$ cat src/rtl/asrv32_trap_ctrl_pkg.sv
// Shared definitions for the ASRV32 trap sequencer: mcause codes, FSM state
// encoding and the priority-encoder result type.
package asrv32_trap_ctrl_pkg;

    localparam logic [3:0] CAUSE_INST_MISALIGNED  = 4'd0;
    localparam logic [3:0] CAUSE_ILLEGAL_INST     = 4'd2;
    localparam logic [3:0] CAUSE_BREAKPOINT       = 4'd3;
    localparam logic [3:0] CAUSE_LOAD_MISALIGNED  = 4'd4;
    localparam logic [3:0] CAUSE_STORE_MISALIGNED = 4'd6;
    localparam logic [3:0] CAUSE_ECALL_M          = 4'd11;

    localparam logic [3:0] CAUSE_MSI = 4'd3;
    localparam logic [3:0] CAUSE_MTI = 4'd7;
    localparam logic [3:0] CAUSE_MEI = 4'd11;

    typedef enum logic [1:0] {
        ST_IDLE  = 2'd0,
        ST_SAVE  = 2'd1,
        ST_FLUSH = 2'd2,
        ST_RET   = 2'd3
    } trap_state_e;

    typedef enum logic [1:0] {
        MTVAL_ZERO = 2'd0,
        MTVAL_ADDR = 2'd1,
        MTVAL_INST = 2'd2
    } mtval_sel_e;

    typedef struct packed {
        logic       valid;
        logic       is_int;
        logic [3:0] code;
        mtval_sel_e mtval_sel;
    } trap_req_t;

endpackage

$ cat src/rtl/asrv32_trap_ctrl_prio.sv
// Combinational cause selection: exceptions by fixed priority, then enabled
// and pending interrupts.
module asrv32_trap_prio
    import asrv32_trap_ctrl_pkg::*;
(
    input  logic       i_is_inst_illegal,
    input  logic       i_is_ecall,
    input  logic       i_is_ebreak,
    input  logic       i_inst_misaligned,
    input  logic       i_load_misaligned,
    input  logic       i_store_misaligned,
    input  logic       i_mstatus_mie,
    input  logic [2:0] i_mie,
    input  logic [2:0] i_mip,
    output trap_req_t  o_req
);

    logic [2:0] pending;

    // Bit order of mie/mip is {external, timer, software}.
    assign pending = {3{i_mstatus_mie}} & i_mie & i_mip;

    always_comb begin
        o_req = '{valid: 1'b0, is_int: 1'b0, code: 4'd0, mtval_sel: MTVAL_ZERO};
        if (i_is_ebreak) begin
            o_req = '{valid: 1'b1, is_int: 1'b0, code: CAUSE_BREAKPOINT, mtval_sel: MTVAL_ZERO};
        end else if (i_inst_misaligned) begin
            o_req = '{valid: 1'b1, is_int: 1'b0, code: CAUSE_INST_MISALIGNED, mtval_sel: MTVAL_ADDR};
        end else if (i_is_inst_illegal) begin
            o_req = '{valid: 1'b1, is_int: 1'b0, code: CAUSE_ILLEGAL_INST, mtval_sel: MTVAL_INST};
        end else if (i_is_ecall) begin
            o_req = '{valid: 1'b1, is_int: 1'b0, code: CAUSE_ECALL_M, mtval_sel: MTVAL_ZERO};
        end else if (i_load_misaligned) begin
            o_req = '{valid: 1'b1, is_int: 1'b0, code: CAUSE_LOAD_MISALIGNED, mtval_sel: MTVAL_ADDR};
        end else if (i_store_misaligned) begin
            o_req = '{valid: 1'b1, is_int: 1'b0, code: CAUSE_STORE_MISALIGNED, mtval_sel: MTVAL_ADDR};
        end else if (pending[2]) begin
            o_req = '{valid: 1'b1, is_int: 1'b1, code: CAUSE_MEI, mtval_sel: MTVAL_ZERO};
        end else if (pending[0]) begin
            o_req = '{valid: 1'b1, is_int: 1'b1, code: CAUSE_MSI, mtval_sel: MTVAL_ZERO};
        end else if (pending[1]) begin
            o_req = '{valid: 1'b1, is_int: 1'b1, code: CAUSE_MTI, mtval_sel: MTVAL_ZERO};
        end
    end

endmodule

$ cat src/rtl/asrv32_trap_ctrl.sv
// ASRV32 trap sequencer: latches the winning cause in MEMORYACCESS and runs
// the SAVE/FLUSH or RET handshake with the CSR file while stalling the pipe.
module asrv32_trap_ctrl
    import asrv32_trap_ctrl_pkg::*;
#(
    parameter int FLUSH_CYCLES = 1
) (
    input  logic        i_clk,
    input  logic        i_rst_n,
    input  logic        i_stage_en,
    input  logic        i_is_inst_illegal,
    input  logic        i_is_ecall,
    input  logic        i_is_ebreak,
    input  logic        i_is_mret,
    input  logic        i_inst_misaligned,
    input  logic        i_load_misaligned,
    input  logic        i_store_misaligned,
    input  logic        i_mstatus_mie,
    input  logic [2:0]  i_mie,
    input  logic [2:0]  i_mip,
    input  logic [31:0] i_pc,
    input  logic [31:0] i_alu_result,
    input  logic [31:0] i_inst,
    output logic        o_busy,
    output logic        o_trap_save,
    output logic        o_trap_restore,
    output logic [31:0] o_mepc,
    output logic [31:0] o_mtval,
    output logic        o_mcause_int,
    output logic [3:0]  o_mcause_code,
    output logic        o_go_to_trap_q,
    output logic        o_return_from_trap_q
);

    trap_state_e state_q, state_d;
    logic [3:0]  cnt_q, cnt_d;
    logic [31:0] mepc_q, mepc_d;
    logic [31:0] mtval_q, mtval_d;
    logic        int_q, int_d;
    logic [3:0]  code_q, code_d;

    trap_req_t   req;
    logic [31:0] mtval_new;

    asrv32_trap_prio u_prio (
        .i_is_inst_illegal (i_is_inst_illegal),
        .i_is_ecall        (i_is_ecall),
        .i_is_ebreak       (i_is_ebreak),
        .i_inst_misaligned (i_inst_misaligned),
        .i_load_misaligned (i_load_misaligned),
        .i_store_misaligned(i_store_misaligned),
        .i_mstatus_mie     (i_mstatus_mie),
        .i_mie             (i_mie),
        .i_mip             (i_mip),
        .o_req             (req)
    );

    always_comb begin
        mtval_new = 32'd0;
        case (req.mtval_sel)
            MTVAL_ADDR: mtval_new = i_alu_result;
            MTVAL_INST: mtval_new = i_inst;
            default:    mtval_new = 32'd0;
        endcase
    end

    always_comb begin
        state_d = state_q;
        cnt_d   = cnt_q;
        mepc_d  = mepc_q;
        mtval_d = mtval_q;
        int_d   = int_q;
        code_d  = code_q;
        case (state_q)
            ST_IDLE: begin
                if (i_stage_en) begin
                    if (req.valid) begin
                        state_d = ST_SAVE;
                        mepc_d  = i_pc;
                        mtval_d = mtval_new;
                        int_d   = req.is_int;
                        code_d  = req.code;
                    end else if (i_is_mret) begin
                        state_d = ST_RET;
                    end
                end
            end
            ST_SAVE: begin
                state_d = ST_FLUSH;
                cnt_d   = 4'(FLUSH_CYCLES);
            end
            ST_FLUSH: begin
                cnt_d = cnt_q - 4'd1;
                // <= also catches a zero count so the FSM can never stick here.
                if (cnt_q <= 4'd1) begin
                    state_d = ST_IDLE;
                    cnt_d   = 4'd0;
                end
            end
            ST_RET: begin
                state_d = ST_IDLE;
            end
            default: begin
                state_d = ST_IDLE;
            end
        endcase
    end

    always_ff @(posedge i_clk) begin
        if (!i_rst_n) begin
            state_q <= ST_IDLE;
            cnt_q   <= 4'd0;
            mepc_q  <= 32'd0;
            mtval_q <= 32'd0;
            int_q   <= 1'b0;
            code_q  <= 4'd0;
        end else begin
            state_q <= state_d;
            cnt_q   <= cnt_d;
            mepc_q  <= mepc_d;
            mtval_q <= mtval_d;
            int_q   <= int_d;
            code_q  <= code_d;
        end
    end

    assign o_busy               = (state_q != ST_IDLE);
    assign o_trap_save          = (state_q == ST_SAVE);
    assign o_go_to_trap_q       = (state_q == ST_SAVE);
    assign o_trap_restore       = (state_q == ST_RET);
    assign o_return_from_trap_q = (state_q == ST_RET);
    assign o_mepc               = mepc_q;
    assign o_mtval              = mtval_q;
    assign o_mcause_int         = int_q;
    assign o_mcause_code        = code_q;

endmodule

$ cat config.mk
export PLATFORM = sky130hd
export DESIGN_NAME = asrv32_trap_ctrl
export DESIGN_NICKNAME = d
export VERILOG_FILES = /design/src/rtl/asrv32_trap_ctrl_pkg.sv /design/src/rtl/asrv32_trap_ctrl_prio.sv /design/src/rtl/asrv32_trap_ctrl.sv
export SDC_FILE = /design/constraint.sdc
export NUM_CORES = 1
export LEC_CHECK = 0
export BUFFER_PORTS_ARGS = -buffer_cell sky130_fd_sc_hd__buf_4
export CAP_MARGIN = 20
export CORE_MARGIN = 2
export CORE_UTILIZATION = 49
export DETAILED_ROUTE_END_ITERATION = 10
export PLACE_DENSITY = 0.84
export SLEW_MARGIN = 20
export SYNTH_ARGS = -nofsm -noshare
export SYNTH_HDL_FRONTEND = slang
export SYNTH_SLANG_ARGS = --single-unit
$ cat constraint.sdc
create_clock -name i_clk -period 5.65 [get_ports i_clk]
set_input_delay 0.8475 -clock i_clk [delete_from_list [all_inputs] [get_ports i_clk]]
set_output_delay 0.8475 -clock i_clk [all_outputs]
set_load 0.1 [all_outputs]
==> flow_metrics.py <==
metrics = {
    "finish": {
        "diodes": 0,
        "area_delta_synth_final_pct": 44.55,
        "nets": 704,
        "post-route-util_pct": 74.23,
        "fin_area_sq_um": 5099,
        "drive_gt1_share_pct": 35.54,
    },
    "logic_synthesis": {
        "netlist_instances": 418,
        "ys_warn_count": 0,
        "synth-main-ff-cell": "dfxtp_1",
        "ys_types": 35,
        "synthTopCellsByArea": "dfxtp_1, a21boi_1, nand2_1, a22oi_1, or3_1",
        "syn_area_sq_um": 3527,
        "synth_area_leader_cell": "dfxtp_1",
        "syn_area_per_cell_sq_um": 8.438,
        "syn_nets": 539,
        "synth_common_cells": "nand2_1, dfxtp_1, a21boi_1",
        "yosys.cell_count.top_type": "nand2_1",
        "ys_ff_latch": 75,
        "post-synth-top-area-fraction_pct": 42.57,
        "async_reset_ff_share_pct": 0,
        "synth_edf_count": 0,
        "ys_seq_area_share_pct": 42.57,
    },
    "power_and_ir_drop": {
        "ir_worst_vdd_v": 0.0001680,
        "seq_power_share_pct": 28.7,
        "cellLeakagePower_uw": 0.002259,
        "power.density_nw_per_um2": 436.9,
        "combinationalPowerShare_pct": 49.1,
        "swShare_pct": 48.20,
        "power_frac_clock_pct": 22.2,
        "switching_power_uw": 1074,
        "power.internal_uw": 1154,
    },
    "clock_network": {
        "clkTransAtPathRegs_ps": 80,
        "cts-root-buf": "clkbuf_8",
        "cts.sink_count": 75,
        "numCtsBuffers": 9,
        "cts_hold_buf": 0,
        "insertion_delay_ps": 340,
        "cts_resized": 0,
        "postCtsSetupBuffers": 0,
        "cts_tree": "done",
        "htree_num_levels": 3,
        "cts_max_path_buffers": 2,
    },
    "setup_path": {
        "crit_required_ps": 5870,
        "cp.arrival_ps": 2790,
        "crit_chain": "buf_4, nor4_2, o211a_1, a21o_4, buf_4, or3_1, a21boi_0",
        "ff2ff_setup_slack_ps": 3440,
        "startpoint_type": "primary input",
        "r2r-end": "o_mtval[26]",
        "rr_worst_depth": 7,
        "worst_path_largest_cell_delay_ps": 570,
        "r2r-start": "state_q[0]",
        "crit_fanout": 73,
        "slowest_stage": "a21o_4",
        "path_class": "primary input to flip-flop",
        "cp-end-kind": "flip-flop",
        "worst_path_most_repeated_cell": "buf_4",
    },
    "die": {
        "die_h_um": 88.84,
        "row_count": 30,
        "coreArea_sq_um": 6869,
        "ios": 187,
        "die_x_um": 88.84,
        "start_util_pct": 51.35,
        "die-area_sq_um": 7893,
    },
    "grt": {
        "track_usage_pct": 24.16,
        "grt_max_degree": 77,
        "grt_pass1_vias": 3321,
        "grt-ovfl-total": 0,
        "antenna_found_initial": 0,
        "grt_pass1_wl_um": 14990,
    },
    "run_status": {
        "status": "completed",
    },
    "timing": {
        "setup_ws_ps": 3086,
        "relSlewSlack_pct": 57.12,
        "tightest_slew_ps": 643.2,
        "hold_viol": 0,
        "setup_violations": 0,
        "grt_setup_unrepaired": "false",
        "finalCritPeriodShare_pct": 45.38,
        "max_freq_ghz": 0.3901,
        "fin_crit_ps": 2564,
        "tns_ps": 0,
        "finalClockSkew_ps": 9.826,
        "fin_hold_ws_ps": 451.5,
        "drv_slew": 0,
    },
    "drt": {
        "drc_errors": 0,
        "vias_per_cell": 5.240,
        "vias": 3584,
        "drt_wl_total_um": 9809,
        "wl_per_cell_um": 14.34,
        "dr.pass1.iters": 4,
        "postRouteAntennaNets": 0,
        "dr.first_iter.drc_count": 148,
    },
    "placed_design": {
        "place_area_sq_um": 4846,
        "dp_hpwl_um": 7149,
        "place_congestion": 0.8486,
        "numPortBuffers": 186,
        "pre_cts_ws_ps": 2332,
    },
    "hold_path": {
        "min_from": "o_mtval[6]",
        "hold_path.class": "flip-flop to flip-flop",
        "min_to": "o_mtval[6]",
        "min_path_cells": 2,
    },
    "run": {
        "max_cap_violations": 0,
    },
}
==> area by class of cell <==
| class | instances | area (sq um) |
|---|---|---|
| Clock inverter | 6 | 113.9 |
| Sequential cell | 75 | 1501 |
| Fill cell | 567 | 1770 |
| Multi-Input combinational cell | 299 | 1787 |
| Timing Repair Buffer | 188 | 1411 |
| Inverter | 10 | 37.54 |
| Tap cell | 96 | 120.1 |
| Clock buffer | 10 | 127.6 |
==> critical path, delay by kind of cell <==
family	cells	cell delay, ps
buf+inv	2	510
simple gates	2	500
compound gates	3	910
==> cells in the final DEF (no fill, tap or decap), drive strengths merged, types with 2 or more instances in the layout <==
cell type and instances:
dfxtp 75, a21o 2, nor2b 3, nor4 2, nand2 104, o211a 4, o21ai 7, nand3 3
a22oi 33, a21oi 10, or3 33, clkbuf 10, nor2 11, a21boi 65, clkinvlp 2, ha 8
nor3 2, buf 188, inv 10, bufinv 3
==> worst max-delay path by stage <==
stage,startpoint,end,slack (ps)
after floorplan,i_load_misaligned,o_mtval[25],3180
after global placement,i_is_ecall,o_mtval[27],2430
after detailed placement,i_is_ecall,o_mtval[26],2330
after CTS,i_load_misaligned,o_mtval[26],2690
after global routing,i_is_ecall,o_mtval[31],2940
final,i_is_ecall,o_mtval[26],3090
==> power by group through the flow <==
| stage | sequential, uW | combinational, uW | clock (uW) |
|---|---|---|---|
| 6_report | 640 | 1090 | 494 |
| 5_1_grt | 650 | 1160 | 527 |
| 4_1_cts | 640 | 1090 | 501 |
| 3_5_place_dp | 652 | 1090 | 0 |
| 3_3_place_gp | 648 | 1070 | 0 |
| 2_1_floorplan | 1060 | 487 | 0 |
==> per-layer routing <==
metal / vias to the layer above / wire [um] / share of wire, % / global-route usage, %
met4: 0 / 234 / 2.4 / 9.366
met3: 20 / 778 / 7.9 / 8.862
met5: - / 0 / 0 / 0
li1: 1774 / - / - / -
met2: 137 / 4856 / 50 / 40.43
met1: 1653 / 3939 / 40 / 28.13
==> registers in the layout (all words and copies together), names as in the netlist <==
| name | cells |
|---|---|
| o_mepc | 32 |
| o_mtval | 32 |
| cnt_q | 4 |
| o_mcause_code | 4 |
| state_q | 2 |
| o_mcause_int | 1 |
==> logic make-up (layout without fill, tap and decap cells) <==
logic type               count (synthesis)  in the layout  share of synthesized area, %
multiplexers                             1              1                        0.2838
flip-flops                              75             75                         42.57
AO/OA/AOI/OAI                          127            127                         26.18
AND/OR/NAND/NOR                        163            163                         20.89
adder cells (fa/ha/maj)                  8              8                         2.838
buffers and inverters                   44            214                         7.236
==> metrics by stage <==
step	instances	power [uW]
2_1_floorplan	418	1550
3_3_place_gp	668	1719
3_5_place_dp	668	1743
4_1_cts	684	2234
5_1_grt	684	2334
6_report	684	2228
No activity file was read; power rests on OpenSTA's default activity.
